===== src/rtl/bist_alu_unit_pkg.sv =====
// Shared types, opcodes and pure helpers for the ALU BIST slice.
// The LFSR step, bit-swap and ALU are functions so the golden image and the datapath agree.
package bist_pkg;

   localparam int DATA_W = 8;
   localparam int RESP_W = 9;

   // Feedback taps for x^8+x^6+x^5+x^4+1 in a left-shifting Fibonacci register
   localparam logic [DATA_W-1:0] LFSR_TAPS = 8'b1011_1000;

   localparam logic [3:0] OP_ADD  = 4'h0;
   localparam logic [3:0] OP_SUB  = 4'h1;
   localparam logic [3:0] OP_MUL  = 4'h2;
   localparam logic [3:0] OP_DIV  = 4'h3;
   localparam logic [3:0] OP_SHL  = 4'h4;
   localparam logic [3:0] OP_SHR  = 4'h5;
   localparam logic [3:0] OP_ROL  = 4'h6;
   localparam logic [3:0] OP_ROR  = 4'h7;
   localparam logic [3:0] OP_AND  = 4'h8;
   localparam logic [3:0] OP_OR   = 4'h9;
   localparam logic [3:0] OP_XOR  = 4'hA;
   localparam logic [3:0] OP_NOR  = 4'hB;
   localparam logic [3:0] OP_NAND = 4'hC;
   localparam logic [3:0] OP_XNOR = 4'hD;
   localparam logic [3:0] OP_GT   = 4'hE;
   localparam logic [3:0] OP_EQ   = 4'hF;

   typedef struct packed {
      logic [DATA_W-1:0] res;
      logic              carry;
   } resp_t;

   function automatic logic [DATA_W-1:0] lfsr_next(input logic [DATA_W-1:0] s);
      return {s[6:0], ^(s & LFSR_TAPS)};
   endfunction

   function automatic logic [DATA_W-1:0] bit_swap(input logic [DATA_W-1:0] s);
      return s[7] ? {s[7], s[5], s[6], s[3], s[4], s[1], s[2], s[0]} : s;
   endfunction

   function automatic logic [DATA_W-1:0] alu_fn(input logic [DATA_W-1:0] a,
                                                input logic [DATA_W-1:0] b,
                                                input logic [3:0]        op);
      logic [DATA_W-1:0] r;
      r = '0;
      case (op)
         OP_ADD:  r = a + b;
         OP_SUB:  r = a - b;
         OP_MUL:  r = a * b;
         OP_DIV:  r = (b == '0) ? 8'hFF : a / b;
         OP_SHL:  r = {a[6:0], 1'b0};
         OP_SHR:  r = {1'b0, a[7:1]};
         OP_ROL:  r = {a[6:0], a[7]};
         OP_ROR:  r = {a[0], a[7:1]};
         OP_AND:  r = a & b;
         OP_OR:   r = a | b;
         OP_XOR:  r = a ^ b;
         OP_NOR:  r = ~(a | b);
         OP_NAND: r = ~(a & b);
         OP_XNOR: r = ~(a ^ b);
         OP_GT:   r = (a > b) ? 8'h01 : 8'h00;
         OP_EQ:   r = (a == b) ? 8'h01 : 8'h00;
         default: r = '0;
      endcase
      return r;
   endfunction

   function automatic logic alu_carry(input logic [DATA_W-1:0] a, input logic [DATA_W-1:0] b);
      logic [DATA_W:0] sum;
      sum = {1'b0, a} + {1'b0, b};
      return sum[DATA_W];
   endfunction

endpackage


===== src/rtl/bist_alu_unit_if.sv =====
// Observation bus of the BIST block: operands, opcode, ALU response, golden word and status.
interface bist_alu_unit_if;
   import bist_pkg::*;

   logic [DATA_W-1:0] a;
   logic [DATA_W-1:0] b;
   logic [3:0]        alu_sel;
   logic [DATA_W-1:0] alu_out;
   logic              carry_out;
   logic [7:0]        address;
   logic [RESP_W-1:0] rom_data;
   logic              match;
   logic [8:0]        fail_count;
   logic              error;
   logic              done;

   modport master (output a, b, alu_sel, alu_out, carry_out, address, rom_data,
                          match, fail_count, error, done);
   modport slave  (input  a, b, alu_sel, alu_out, carry_out, address, rom_data,
                          match, fail_count, error, done);
endinterface


===== src/rtl/bist_alu_unit_lfsr.sv =====
// Bit-swapping 8-bit LFSR: Fibonacci register whose output pairs swap when the MSB is set.
module bs_lfsr8
   import bist_pkg::*;
#(
   parameter logic [DATA_W-1:0] SEED = 8'h01
) (
   input  logic              clk,
   input  logic              reset,
   input  logic              en_i,
   output logic [DATA_W-1:0] out_o
);

   logic [DATA_W-1:0] s_q, s_d;

   assign s_d = en_i ? lfsr_next(s_q) : s_q;

   always_ff @(posedge clk or posedge reset) begin
      if (reset) s_q <= SEED;
      else       s_q <= s_d;
   end

   assign out_o = bit_swap(s_q);

endmodule


===== src/rtl/bist_alu_unit.sv =====
// BIST for an 8-bit 16-function ALU: two BS-LFSRs drive operands, responses are checked against
// a golden image built at elaboration from the same LFSR/ALU rules (FAULT_* corrupts one word).
module bist_alu_unit
   import bist_pkg::*;
#(
   parameter logic [DATA_W-1:0] SEED_A      = 8'h01,
   parameter logic [DATA_W-1:0] SEED_B      = 8'hFF,
   parameter int                NUM_VECTORS = 256,
   parameter int                FAULT_ADDR  = 0,
   parameter logic [RESP_W-1:0] FAULT_MASK  = '0
) (
   input  logic             clk,
   input  logic             reset,
   bist_alu_unit_if.master  bus_o
);

   localparam logic [7:0] LAST = 8'(NUM_VECTORS - 1);

   typedef logic [NUM_VECTORS*RESP_W-1:0] rom_img_t;

   function automatic rom_img_t build_rom();
      rom_img_t          img;
      logic [DATA_W-1:0] sa, sb, va, vb;
      img = '0;
      sa  = SEED_A;
      sb  = SEED_B;
      for (int n = 0; n < NUM_VECTORS; n++) begin
         va = bit_swap(sa);
         vb = bit_swap(sb);
         img[n*RESP_W +: RESP_W] = {alu_fn(va, vb, 4'(n)), alu_carry(va, vb)};
         if (n == FAULT_ADDR) img[n*RESP_W +: RESP_W] ^= FAULT_MASK;
         sa = lfsr_next(sa);
         sb = lfsr_next(sb);
      end
      return img;
   endfunction

   localparam rom_img_t ROM_IMG = build_rom();

   logic [DATA_W-1:0] a, b, alu_out;
   logic              carry_out, match, adv;
   resp_t             resp, rom_data;

   logic [3:0] alu_sel_q, alu_sel_d;
   logic [7:0] address_q, address_d;
   logic [8:0] fail_q, fail_d;
   logic       error_q, error_d;
   logic       done_q, done_d;

   // The last vector holds its operands so the frozen outputs still describe vector LAST
   assign adv = !done_q && (address_q != LAST);

   bs_lfsr8 #(.SEED(SEED_A)) u_lfsr_a (.clk(clk), .reset(reset), .en_i(adv), .out_o(a));
   bs_lfsr8 #(.SEED(SEED_B)) u_lfsr_b (.clk(clk), .reset(reset), .en_i(adv), .out_o(b));

   always_comb begin
      alu_out   = alu_fn(a, b, alu_sel_q);
      carry_out = alu_carry(a, b);
   end

   assign rom_data = ROM_IMG[32'(address_q)*RESP_W +: RESP_W];
   assign resp     = '{res: alu_out, carry: carry_out};
   assign match    = (resp == rom_data);

   always_comb begin
      alu_sel_d = alu_sel_q;
      address_d = address_q;
      fail_d    = fail_q;
      error_d   = error_q;
      done_d    = done_q;
      if (!done_q) begin
         if (address_q == LAST) begin
            done_d = 1'b1;
         end else begin
            alu_sel_d = alu_sel_q + 4'd1;
            address_d = address_q + 8'd1;
         end
         if (!match) begin
            error_d = 1'b1;
            if (fail_q != '1) fail_d = fail_q + 9'd1;
         end
      end
   end

   always_ff @(posedge clk or posedge reset) begin
      if (reset) begin
         alu_sel_q <= '0;
         address_q <= '0;
         fail_q    <= '0;
         error_q   <= 1'b0;
         done_q    <= 1'b0;
      end else begin
         alu_sel_q <= alu_sel_d;
         address_q <= address_d;
         fail_q    <= fail_d;
         error_q   <= error_d;
         done_q    <= done_d;
      end
   end

   assign bus_o.a          = a;
   assign bus_o.b          = b;
   assign bus_o.alu_sel    = alu_sel_q;
   assign bus_o.alu_out    = alu_out;
   assign bus_o.carry_out  = carry_out;
   assign bus_o.address    = address_q;
   assign bus_o.rom_data   = rom_data;
   assign bus_o.match      = match;
   assign bus_o.fail_count = fail_q;
   assign bus_o.error      = error_q;
   assign bus_o.done       = done_q;

endmodule


===== src/flat_wrapper.sv =====
// flat-port wrapper written by rule: the top's interface ports become plain ports
module bist_alu_unit_flat import bist_pkg::*;
#(
   parameter logic [DATA_W-1:0] SEED_A      = 8'h01,
   parameter logic [DATA_W-1:0] SEED_B      = 8'hFF,
   parameter int                NUM_VECTORS = 256,
   parameter int                FAULT_ADDR  = 0,
   parameter logic [RESP_W-1:0] FAULT_MASK  = '0
)
  (clk, reset, bus_o_a, bus_o_b, bus_o_alu_sel, bus_o_alu_out, bus_o_carry_out, bus_o_address, bus_o_rom_data, bus_o_match, bus_o_fail_count, bus_o_error, bus_o_done);
  bist_alu_unit_if bus_o_i ();
  input  logic clk;
  input  logic reset;
  output wire logic [$bits(bus_o_i.a)-1:0] bus_o_a;
  output wire logic [$bits(bus_o_i.b)-1:0] bus_o_b;
  output wire logic [$bits(bus_o_i.alu_sel)-1:0] bus_o_alu_sel;
  output wire logic [$bits(bus_o_i.alu_out)-1:0] bus_o_alu_out;
  output wire logic [$bits(bus_o_i.carry_out)-1:0] bus_o_carry_out;
  output wire logic [$bits(bus_o_i.address)-1:0] bus_o_address;
  output wire logic [$bits(bus_o_i.rom_data)-1:0] bus_o_rom_data;
  output wire logic [$bits(bus_o_i.match)-1:0] bus_o_match;
  output wire logic [$bits(bus_o_i.fail_count)-1:0] bus_o_fail_count;
  output wire logic [$bits(bus_o_i.error)-1:0] bus_o_error;
  output wire logic [$bits(bus_o_i.done)-1:0] bus_o_done;
  assign bus_o_a = bus_o_i.a;
  assign bus_o_b = bus_o_i.b;
  assign bus_o_alu_sel = bus_o_i.alu_sel;
  assign bus_o_alu_out = bus_o_i.alu_out;
  assign bus_o_carry_out = bus_o_i.carry_out;
  assign bus_o_address = bus_o_i.address;
  assign bus_o_rom_data = bus_o_i.rom_data;
  assign bus_o_match = bus_o_i.match;
  assign bus_o_fail_count = bus_o_i.fail_count;
  assign bus_o_error = bus_o_i.error;
  assign bus_o_done = bus_o_i.done;
  bist_alu_unit #(.SEED_A(SEED_A), .SEED_B(SEED_B), .NUM_VECTORS(NUM_VECTORS), .FAULT_ADDR(FAULT_ADDR), .FAULT_MASK(FAULT_MASK)) u_core (.clk(clk), .reset(reset), .bus_o(bus_o_i));
endmodule

===== config.mk =====
export PLATFORM = sky130hd
export DESIGN_NAME = bist_alu_unit_flat
export DESIGN_NICKNAME = d
export VERILOG_FILES = /design/src/rtl/bist_alu_unit_pkg.sv /design/src/rtl/bist_alu_unit_if.sv /design/src/rtl/bist_alu_unit_lfsr.sv /design/src/rtl/bist_alu_unit.sv /design/src/flat_wrapper.sv
export SDC_FILE = /design/constraint.sdc
export NUM_CORES = 1
export LEC_CHECK = 0
export CORE_MARGIN = 2
export CORE_UTILIZATION = 45
export CTS_BUF_LIST = sky130_fd_sc_hd__clkbuf_8
export CTS_CLUSTER_SIZE = 24
export DETAILED_ROUTE_END_ITERATION = 7
export PLACE_DENSITY = 0.65
export SLEW_MARGIN = 20
export SYNTH_ARGS = -nofsm -noshare
export SYNTH_HDL_FRONTEND = slang
export SYNTH_HIERARCHICAL = 1
export SYNTH_SLANG_ARGS = --single-unit

===== constraint.sdc =====
create_clock -name clk -period 15.3 [get_ports clk]
set_clock_uncertainty 0.1 [all_clocks]
set_input_delay 3.825 -clock clk [delete_from_list [all_inputs] [get_ports clk]]
set_output_delay 3.825 -clock clk [all_outputs]
set_load 0.01 [all_outputs]

# Yosys cells after proc, flatten, opt, wreduce, memory -nomap -nowiden
# Cells that the tools add are included.
# Widths: inputs -> output; s select.
# word_totals
register_bits	39
in_bits	2
output_inout_bits	58
elab_cells	64
# op_classes
add_sub_neg	6
multipliers	2
div_mod_pow	1
magnitude_cmp	1
eq_ne	20
shift	1
mux	8
bitwise_logic	9
n_reduce_logical	9
# ops
cell	count
$shiftx 2304x13->9 const A	1
$pmux 8 s16	1
$eq 4x4->1 const B	8
$mux 8	3
$not 8->8	3
$eq 4x3->1 const B	4
$reduce_xor 8->1	2
$mul 8x4->12 const B	1
$add 8x8->9	1
$add 9x1->9 const B	1
$eq 9x9->1	1
$ne 9x9->1 const B	1
$add 8x1->8 const B	1
$add 8x8->8	1
$and 8x8->8	1
$div 8x8->8	1
$eq 4x2->1 const B	2
$eq 8x8->1	1
$eq 8x8->1 const B	1
$gt 8x8->1	1
$logic_not 8->1	1
$mul 8x8->8	1
$ne 8x8->1 const B	1
$or 8x8->8	1
other kinds (11)	17

# Depth between registers and ports, before layout
# Gate-level depths: netlist of the first run.
# depth
ltp_word	7
depth_mapped	60
mapped_depth_nobuf	57

# Hierarchy
# Netlist of the first run, hierarchy kept.
# by_module_without_submodules
module	instances	cells_each	area_per_inst_um2	seq_area_each_um2
bist_alu_unit	1	1158	8006.4	575.6
bs_lfsr8 at u_core.u_lfsr_b	1	31	434.2	210.2
bs_lfsr8 at u_core.u_lfsr_a	1	31	425.4	201.4

# Least setup slack after synthesis of the first run
# OpenSTA, ideal clock, no wires.
# synth_timing
kind	flip-flop to output port
startpoint	register u_core.u_lfsr_b.s_q[7]
endpoint	output port bus_o_match
t_arrival_ns	12.232
t_required_ns	11.375
setup_slack_ns	-0.857
path_stages_with_launch	51
n_path_buf	3
path_cell_list	dfstp_2 > buf_6 > mux2_2 > or3_4 > or4_4 > nor2_1 > a21oi_1 > a21oi_1 > ha_1 > o21a_1 > o21bai_1 > nand2_1 > o21ai_0 > ha_1 > o21a_1 > o21a_1 > o211a_1 > mux2_2 > [... 15 more ...] > clkbuf_1 > mux2_2 > ha_1 > nand4_1 > or3_1 > a21oi_1 > a21oi_1 > clkbuf_1 > mux2_2 > ha_1 > a2111oi_0 > nor3_1 > o31ai_1 > a31oi_1 > a311o_1 > xor2_1 > or4_4 > nor4_1
# synth_between
elab_chain_cells	5
elab_cells_between_ends	20
cone_classes	add/sub (3); mul (1); div (1); order compare (1); eq/ne (2); mux (5); bitwise (6); reduce/logical (1)
# synth_lines
element	line_no	text
start, declared	bist_alu_unit_lfsr.sv:13	logic [DATA_W-1:0] s_q, s_d;
start signal, assigned	bist_alu_unit_lfsr.sv:18	if (reset) s_q <= SEED;
start signal, assigned	bist_alu_unit_lfsr.sv:19	else s_q <= s_d;
$mux 8 (*)	bist_alu_unit_pkg.sv:38	return s[7] ? {s[7], s[5], s[6], s[3], s[4], s[1], s[2], s[0]} : s;
via bus_o_b[6]	flat_wrapper.sv:15	output wire logic [$bits(bus_o_i.b)-1:0] bus_o_b;
$div 8x8->8, or another cell as far along	bist_alu_unit_pkg.sv:50	OP_DIV: r = (b == '0) ? 8'hFF : a / b;
$mux 8, or another cell as far along	bist_alu_unit_pkg.sv:50	
$pmux 8 s16 (*)	bist_alu_unit_pkg.sv:46	case (op)
via bus_o_alu_out[0]	flat_wrapper.sv:17	output wire logic [$bits(bus_o_i.alu_out)-1:0] bus_o_alu_out;
$eq 9x9->1 (*)	bist_alu_unit.sv:63	assign match = (resp == rom_data);
end, declared	flat_wrapper.sv:21	output wire logic [$bits(bus_o_i.match)-1:0] bus_o_match;
# Mark *: on every way through the listed nets, which the timed path passes. The rest lies on a longest branch.

# Worst setup path in the final report of the first run
# layout_timing
startpoint	register u_core.u_lfsr_b.s_q[7]
endpoint	output port bus_o_match
# layout_between
elab_chain_cells	5
elab_cells_between_ends	20
cone_classes	add/sub (3); mul (1); div (1); order compare (1); eq/ne (2); mux (5); bitwise (6); reduce/logical (1)
# layout_lines
element	line_no
$mux 8 (*)	bist_alu_unit_pkg.sv:38
$div 8x8->8, or another cell as far along	bist_alu_unit_pkg.sv:50
$mux 8, or another cell as far along	bist_alu_unit_pkg.sv:50
$pmux 8 s16	bist_alu_unit_pkg.sv:46
$eq 9x9->1 (*)	bist_alu_unit.sv:63
# Every way passes the cells marked *; elsewhere a longest branch is shown, timed or not.

==> results.md, run 1 <==
- Outcome: finished, violations left
- Failing checks: setup timing
- CTS H-tree depth: 2
- Multi-input gate area: 0.007438 mm^2
- Most used cell, CP: ha_1
- Die area: between 0.02 and 0.025 mm^2
- Netlist cell types: 80
- Vias in the first global route: between 9000 and 10000
- DRC Markers: 0
- Detailed placement HPWL: ~26000 um
- I/O pin total: 60
- Synthesized area: slightly below 0.009 mm^2
- Pwr Total: between 0.15 and 0.2 mW
- Worst VDD drop: 52.41 uV
- Synthesized Nets: 1335
- Site row count: 51
- Total number of vias: 10400
- YS warnings: 6
- I/O Buffers: 59
- Filler instances: 1908
- First-pass GRT wire length: 55240 um
- Synth Flop Type: dfrtp_1
- Startpoint Class: flop
- R2R Setup Slk: 3070 ps
- Worst slew margin: 33.28%
- Placed insts: approximately 1500
- Asr flop ratio synth: 100.0%
- GRT Total Usage: 34.12%
- Dpl ws: -809.7 ps
- Sequential share of the synthesized area: around 11%
- Required @ worst endpoint: 11380 ps
- Die height: 144.4 um
- Drt pass-1 iters: 6
- DR iter-0 viols: 1643
- Die X: 144.4 um
- Number of enable flip-flop cells after synthesis: 0
- CP max FO: 7
- Mapped Cells: 1220
- CTS max path bufs: 2
- Max-cap violations: 0
- Number of synthesized register bits: 39
- Most common cell after layout, fill and taps aside: buf_4
- Avg Cell Area, Syn: 7.267 um^2
- Worst r2r dst: u_core/bus_o.fail_count[7]$_DFFE_PP0P_
- Worst min path class: reg2reg
- Area leader, netlist: ha_1
- Nets: between 1000 and 1500
- Largest net degree at the start of global routing: 83
- Per-cell routed wire length: roughly 23 um
- RSZ-0062 raised after global routing: yes
- Crit Reg-Reg Startpoint: u_core/u_lfsr_b/s_q[7]$_DFFE_PP1P_
- Drt via density: 6.639
- Final core occ: a little over half
- Layout Cells excl Fill: 1566
- CTS root buffer: clkbuf_8
- Clk slew on worst S/H paths: 70 ps
- Worst R2R Path Depth: 57
- Initial antenna violation count: 0
- Fin. max-slew vios: 0
- Period minus WS final: about 15000 ps
- Area growth syn-to-layout: 18.93%
- Final instance area: 0.01054 mm^2
- Placer Congestion: 1.022
- Worst skew pair latency: 290 ps
- Clock tree from TritonCTS: built
- Worst setup EP type: output pin
- Actual slew at the worst max-slew pin: 994.1 ps
- Static Leakage: 4.453 nW
- Crit Path Class: reg2out
- Aggregate routed wire length: 36040 um
- Cell at the slowest stage of the critical path: dfstp_2
- Final WS setup: -147.2 ps
- CTS Hold Bufs: 0
- Final global-route overflow total: 0
- P per Cell Area: 16.31 mW/mm^2
- Final Cycle Share: 101.0%
- Synth area leaders: ha_1, dfrtp_1, mux2_2
- Initial core utilization: between 40% and 50%
- Share of layout cells above drive strength 1: between 15 and 20%
- WP data arrival: 11520 ps
- ANT cells: 0
- Final Setup Violations: 1
- Clk sinks: 39
- Area of placed instances: approximately 0.010 mm^2
- CP peak stage delay: 570 ps
- Area share of the largest cell type after synthesis: 13.97%
- Critical path launch point: u_core/u_lfsr_b/s_q[7]$_DFFE_PP1P_
- Setup crit end: bus_o_match
- Max frequency: between 60 and 70 MHz
- CTS Buf Count: 5
- Core area: 0.01940 mm^2
- Final ANT Viol Nets: 0
- Commonest non-fill, non-tap cells in the layout: buf_4, nor2_1, nand2_1
- Hold Vio Cnt, Final: 0
- FF/Latch Area: 993.5 um^2
-- where the power goes --
part	switching (mW)	leakage (nW)	total [mW]	internal, mW
clock network	0.0354	0.0453	0.0665	0.0312
logic	0.00202	3.93	0.00231	0.000279
registers	0	0.474	0.103	0.103
total	0.0374	4.45	0.172	0.135
-- layout make-up --
class,count,area share (%)
flip-flops and latches,39,9.422
clock inverters,3,0.1543
multi-input cells,1011,70.55
well taps,265,3.145
repair buffers,170,13.48
clock buffers,5,0.6527
inverters,73,2.599
-- synthesized netlist by cell type, drive strengths merged, types with 21 or more instances --
library cell	n
a21oi	86
a31oi	23
buf	30
clkbuf	67
dfrtp	30
ha	99
inv	71
mux2	42
nand2	99
nand2b	27
nand3	30
nor2	114
nor2b	25
nor3	36
o21ai	87
xnor2	47
xor2	21
-- logic make-up after synthesis --
logic type      count (synthesis)  share of synthesized area, %
xor+xnor                       68                         6.887
mux                            47                         6.125
simple gates                  392                         21.11
fa+ha+maj                     113                         17.13
buf+inv                       170                         7.762
flops                          39                         11.13
compound gates                391                         29.85
-- per-stage QoR --
stage / setup TNS (ps) / hold slack (ps)
after floorplan: 0 / 386.8
after global placement: -452.2 / 362.4
after detailed placement: -809.7 / 371.2
after CTS: -250.2 / 388.1
after global routing: -622.7 / 426.5
final: -147.2 / 383.7
-- how the worst min path moves through the flow --
stage | from | endpoint | slack, ps | cells past startpoint
5_1_grt | u_core/bus_o.error$_DFFE_PP0P_ | u_core/bus_o.error$_DFFE_PP0P_ | 430 | 1
3_3_place_gp | u_core/bus_o.error$_DFFE_PP0P_ | u_core/bus_o.error$_DFFE_PP0P_ | 360 | 1
6_report | u_core/bus_o.error$_DFFE_PP0P_ | u_core/bus_o.error$_DFFE_PP0P_ | 380 | 1
3_5_place_dp | u_core/bus_o.error$_DFFE_PP0P_ | u_core/bus_o.error$_DFFE_PP0P_ | 370 | 1
2_1_floorplan | u_core/u_lfsr_a/s_q[0]$_DFFE_PP1P_ | u_core/u_lfsr_a/s_q[0]$_DFFE_PP1P_ | 390 | 2
4_1_cts | u_core/bus_o.error$_DFFE_PP0P_ | u_core/bus_o.error$_DFFE_PP0P_ | 390 | 1
-- critical path: cells and delay by family (launching register included) --
| family | cells | cell delay [ps] |
|---|---|---|
| xor gates and xnor gates | 2 | 220 |
| DFF | 1 | 570 |
| adders and majority gates | 7 | 1970 |
| AOI/OAI and AO/OA | 26 | 4020 |
| and+or+nand+nor | 11 | 2320 |
| muxes | 4 | 1270 |
| buffers and inverters | 5 | 810 |
-- state kept, by name (all words and copies together), names as in the netlist --
name                     cells
u_core/bus_o.address         8
u_core/bus_o.alu_sel         4
u_core/bus_o.done            1
u_core/bus_o.error           1
u_core/bus_o.fail_count      9
u_core/u_lfsr_a/s_q          8
u_core/u_lfsr_b/s_q          8
-- repair_timing --
action | CTS | global route
pin swaps | 20 | 12
setup endpoints to repair | 2 | 2
buffers inserted | 13 | 4
gates resized for setup | 32 | 22
-- per-layer routing --
layer | routed length [um] | vias up | GRT usage (%) | part of all wire [%]
met2 | 15100 | 784 | 50.71 | 42
met3 | 4587 | 159 | 9.305 | 13
met4 | 1402 | 0 | 11.55 | 3.9
met1 | 14940 | 4849 | 47.58 | 41
li1 | - | 4605 | - | -
met5 | 0 | - | 0 | 0
(Power assumes the default switching activity.)
==> run 2, diff against run 1 <==
CAP_MARGIN = 5   (was not set)
==> results of run 2 <==
Same layout as run 1: the final DEF is identical, and so are final timing and power.
==> run 3, diff against run 2 <==
RECOVER_POWER = 100   (was not set)
==> run 3 against run 2 <==
The run ends with capacitance limit, slew limit, setup timing left. Critical path depth did not move. Die area unchanged. Core utilization fell by 0.10 points. Sequential share of layout area barely moved. Combinational power is 2% lower. First-iteration DRC count increased by 4.7%. Non-clock buffer count did not move. Hold slack worse by 3.7 ps. Sequential cell count is the same. Via count decreased by 0.25%. Setup slack got worse by 3.8 ps. Count of clock-buffer cells in the layout did not move. Largest cell class unchanged. Largest power group unchanged. Highest routed layer unchanged.
==> results.md, run 3 (same netlist as run 1, synthesis figures left out) <==
- DR iter-0 viols: 1720 (+4.7%)
- Startpoint Class: flop
- R2R Setup Slk: 3050 ps (-20 ps)
- Total number of vias: 10370 (-0.25%)
- Filler instances: 1912 (+0.21%)
- Clock tree from TritonCTS: built
- Hold Startpoint: u_core/bus_o.error$_DFFE_PP0P_
- Worst VDD drop: 52.21 uV (-0.39%)
- Crit-path leading delay family: compound AO/OA/AOI/OAI gates
- Max-cap violations: 1 (+1)
- WP data arrival: 11530 ps (about the same)
- Fin. max-slew vios: 26 (+26)
- Largest net degree at the start of global routing: 83 (unchanged)
- Top sig layer: met4
- Crit Path Class: reg2out
- Largest register FFs: 9 (unchanged)
- CP peak stage delay: 570 ps (about the same)
- Per-cell routed wire length: 23.11 um (+0.44%)
- DRC Markers: 0 (unchanged)
- CTS root buffer: clkbuf_8
- Hold Vio Cnt, Final: 0 (unchanged)
- Initial core utilization: 45.70% (unchanged)
- Hold Path Stages: 1 (unchanged)
- I/O pin total: 60 (unchanged)
- WL met2: 15080 um (-0.16%)
- CTS Hold Bufs: 0 (unchanged)
- Drt pass-1 iters: 6 (unchanged)
- Die height: 144.4 um (unchanged)
- RSZ-0062 raised after global routing: yes
- Final core occ: 54.25% (-0.10 points)
- Die area: 0.02084 mm^2 (unchanged)
- Clk slew on worst S/H paths: 70 ps (about the same)
- Period minus WS final: 15450 ps (+3.818 ps)
- ANT cells: 0 (unchanged)
- CP max FO: 7 (unchanged)
- Worst min path class: reg2reg
- Final WS setup: -151.0 ps (-3.818 ps)
- I/O Buffers: 59 (unchanged)
- Commonest non-fill, non-tap cells in the layout: nor2_1, buf_4, nand2_1
- Vias in the first global route: 9653 (unchanged)
- Site row count: 51 (unchanged)
- CTS Buf Count: 5 (unchanged)
- Cell at the slowest stage of the critical path: dfstp_2
- M1 wire length: 14900 um (-0.28%)
- Aggregate routed wire length: 36200 um (+0.44%)
- P per Cell Area: 16.33 mW/mm^2 (+0.12%)
- Drt via density: 6.623 (-0.25%)
- Final Cycle Share: 101.0% (about the same)
- Worst slew margin: -1.723% (-35 points)
- Most common cell after layout, fill and taps aside: nor2_1
- Static Leakage: 4.472 nW (+0.43%)
- Max frequency: 64.72 MHz (about the same)
- Final Setup Violations: 1 (unchanged)
- Actual slew at the worst max-slew pin: 1526 ps (+531.8 ps)
- Core area: 0.01940 mm^2 (unchanged)
- Die X: 144.4 um (unchanged)
- Pwr Total: 0.1718 mW (about the same)
- Worst R2R Path Depth: 57 (unchanged)
- CTS max path bufs: 2 (unchanged)
- Required @ worst endpoint: 11380 ps (about the same)
- WHS: 380.0 ps (-3.678 ps)
- Worst r2r dst: u_core/bus_o.fail_count[7]$_DFFE_PP0P_
- Final instance area: 0.01052 mm^2 (-0.19%)
- Most used cell, CP: ha_1
- Failing checks: capacitance limit, slew limit, setup timing
- Detailed placement HPWL: 25740 um (unchanged)
- Dpl ws: -809.7 ps (unchanged)
- Placer Congestion: 1.022 (unchanged)
- Endpoint, Worst Hold: u_core/bus_o.error$_DFFE_PP0P_
- Crit Reg-Reg Startpoint: u_core/u_lfsr_b/s_q[7]$_DFFE_PP1P_
- Worst setup EP type: output pin
- WP buf/inv: 5 (unchanged)
- Nets: 1415 (unchanged)
- GRT Total Usage: 34.12% (unchanged)
- First-pass GRT wire length: 55240 um (unchanged)
- CTS H-tree depth: 2 (unchanged)
- Share of layout cells above drive strength 1: 17.06% (-0.46 points)
- Final ANT Viol Nets: 0 (unchanged)
- Final global-route overflow total: 0 (unchanged)
- Metal3 WL: 4756 um (+3.7%)
- Outcome: finished, violations left
- Initial antenna violation count: 0 (unchanged)
- Worst skew pair latency: 290 ps (about the same)
- Area of placed instances: 0.01014 mm^2 (unchanged)
- Clk sinks: 39 (unchanged)
- Area growth syn-to-layout: 18.70%
## run 3: cell types whose count changed in the layout (fill, tap and decap cells not counted), sizes merged
cell and delta:
clkbuf +2, clkdlybuf4s50 -15, dlygate4sd3 +15, buf -2
## run 3: final cells by class
cell class	instances	area (um^2)	area share [%]
Clock buffer	5	68.82	0.6539
Clock inverter	3	16.27	0.1546
Inverter	73	274.0	2.604
Multi-Input combinational cell	1011	7431	70.61
Sequential cell	39	988.4	9.393
Tap cell	265	331.6	3.151
Timing Repair Buffer	170	1414	13.43
## run 3: power by group
part / switching, mW / internal, mW / leakage, nW / total [mW]
registers: 0 / 0.103 / 0.477 / 0.103
clock network: 0.0353 / 0.0312 / 0.0453 / 0.0664
logic: 0.00204 / 0.000227 / 3.95 / 0.00227
## run 3: metrics by stage
step | instances | setup TNS (ps)
after global placement | 1541 | -452.2
final | 1566 | -151.0
after CTS | 1562 | -250.2
after floorplan | 1220 | 0
after detailed placement | 1541 | -809.7
after global routing | 1566 | -622.7
## run 3: what timing repair did
item	CTS	global route
setup buffers	13	4
setup endpoints to repair	2	2
pin swaps	20	12
resized for setup	32	22
## run 3: metal layers
layer  up-vias  track usage [%]
met5         -                0
met4         0            11.55
met3       150            9.305
met2       799            50.71
met1      4822            47.58
li1       4600                -
## run 3: worst max path at each step
stage,slack [ps],end,startpoint,cells past startpoint
2_1_floorplan,20,bus_o_match,u_core/u_lfsr_b/s_q[7]$_DFFE_PP1P_,50
3_3_place_gp,-450,bus_o_match,u_core/u_lfsr_b/s_q[7]$_DFFE_PP1P_,49
3_5_place_dp,-810,bus_o_match,u_core/u_lfsr_b/s_q[7]$_DFFE_PP1P_,49
4_1_cts,-250,bus_o_match,u_core/u_lfsr_b/s_q[7]$_DFFE_PP1P_,56
5_1_grt,-620,bus_o_match,u_core/u_lfsr_b/s_q[7]$_DFFE_PP1P_,54
6_report,-150,bus_o_match,u_core/u_lfsr_b/s_q[7]$_DFFE_PP1P_,55
==> RTL edit, RTL diff (flow settings as in run 1) <==
Make the reset (`reset`) synchronous in 2 clocked blocks.
--- a/src/rtl/bist_alu_unit_lfsr.sv
+++ b/src/rtl/bist_alu_unit_lfsr.sv
@@ -16,3 +16,3 @@
 
-   always_ff @(posedge clk or posedge reset) begin
+   always_ff @(posedge clk) begin
       if (reset) s_q <= SEED;
--- a/src/rtl/bist_alu_unit.sv
+++ b/src/rtl/bist_alu_unit.sv
@@ -84,3 +84,3 @@
 
-   always_ff @(posedge clk or posedge reset) begin
+   always_ff @(posedge clk) begin
       if (reset) begin
Check against the original RTL: differs if reset is asserted again (counterexample within 4 cycles, from zero or initial values and one cycle with reset high); with reset held inactive, the same outputs for 4 cycles.
==> RTL edit against run 1 <==
Synthesized area rose by 4.8%. Global-route usage fell by 1.9 points. Synthesized cell count rose by 6.2%. Sequential share of layout area fell by 2.0 points. Wire length rose by 2.6%. Sequential cell count did not move. Final area rose by 0.95%. Setup slack improved by 0.62 ns. Highest routed layer unchanged.
Power is not compared: it rests on default switching activity, and its combinational part moved more than twofold at a synthesized area within 25%.
==> RTL edit: results <==
metrics = {
    "pwr": {
        "vdd_ir_drop_max_v": 0.0000575,
    },
    "grt": {
        "first_global_vias": 9868,
        "antenna_found_initial": 1,
        "grtUsageTotal_pct": 32.2,
        "first_pass_grt_wire_length_mm": 56.5,
    },
    "drt": {
        "wl_met2_mm": 15.0,
        "dr.first_iter.drc_count": 1811,
        "vias_per_cell": 6.74,
        "met3_length_mm": 5.12,
        "met1Wirelength_mm": 15.4,
    },
    "placement": {
        "place.gp.congestion": 1.04,
        "preCtsSetupSlack_ns": -0.283,
        "placed_cells": 1560,
        "place.detailed.hpwl_mm": 26.0,
        "area_of_placed_instances_um2": 10000,
    },
    "logic_synthesis": {
        "ys_types": 91,
        "syn-num-nets": 1411,
        "ys_dominant_reg_cell": "dfxtp_1",
        "synth_xor_xnor_area_share_pct": 6.58,
        "synth-adder-area-share_pct": 16.3,
        "post_synth_main_area_contributors": "ha_1 (13%), dfxtp_1 (8.4%), a21oi_1 (5.4%)",
        "synthesis.area_per_instance_um2": 7.17,
        "synth-seq-area-share_pct": 8.40,
        "ffs_w_async_s_r_synth_pct": 0,
        "synth.cells.most_frequent": "nor2_1 (112), a21oi_1 (101), ha_1 (99)",
        "share_of_the_synthesized_area_in_compound_gates_ao_oa_aoi_oai_pct": 30.7,
    },
    "run_status": {
        "outcome": "complete, no violations",
    },
    "worst_setup_path": {
        "worst_path_largest_cell_delay_ns": 0.62,
        "r2r.worst_path.cells": 53,
        "slowest_stage": "or4b_2",
    },
    "timing": {
        "timing.max_slew.rel_slack_pct": 31.4,
    },
    "cells_and_area": {
        "layoutNonFillerInstCount": 1581,
        "fill_cell_total_of_the_finished_layout": 1960,
        "post_route_cells_drive_above_1_share_pct": 13.1,
    },
    "hold_path": {
        "hold_depth": 2,
    },
}
RTL edit: cell types whose count changed after synthesis, sizes merged, moves of 10 or more:
cell / change
a21oi: +15
and3: +10
buf: +25
dfxtp: +39
clkbuf: -16
mux2: -14
mux2i: +21
o21ai: -17
dfrtp: -30
RTL edit: power by group:
part           leakage, uW  switching, uW  internal (uW)  total (uW)
Combinational      0.00401            194            124         318
Sequential        0.000321           7.34            105         112
Clock            0.0000554           31.8           47.1        78.9
Total              0.00439            233            276         509
RTL edit: final timing paths:
kind / from / end / slack (ns)
hold reg to reg: u_core/bus_o.fail_count[6] / u_core/bus_o.fail_count[6] / 0.41
setup / recovery: u_core/u_lfsr_b/s_q[7] / bus_o_match / 0.47
hold / removal: u_core/bus_o.fail_count[6] / u_core/bus_o.fail_count[6] / 0.41
setup reg to reg: u_core/u_lfsr_b/s_q[7] / u_core/bus_o.fail_count[8] / 3.91
RTL edit: cell type report:
class / count / area (um2) / share of cell area, %
multi-input combinational: 1077 / 8110 / 76.2
clock inverter: 2 / 33.8 / 0.317
tap: 270 / 338 / 3.17
clock buffer: 5 / 68.8 / 0.647
timing repair buffer: 116 / 1030 / 9.70
sequential: 39 / 795 / 7.46
inverter: 72 / 270 / 2.54
RTL edit: timing repair:
action | in CTS | in global routing
buffers inserted | 6 | 6
resized for setup | 19 | 63
cloned | 1 | 0
pin swaps | 9 | 27
endpoints found under the setup margin | 1 | 2
RTL edit: worst reg2reg max path, delay by kind of cell, from the launching register on:
kind	cells	cell delay, ns
multiplexers	6	1.87
adder cells (fa/ha/maj)	7	1.80
AO/OA/AOI/OAI	18	2.97
XOR/XNOR	1	0.07
buffers and inverters	7	1.15
flip-flops	1	0.37
AND/OR/NAND/NOR	14	2.97
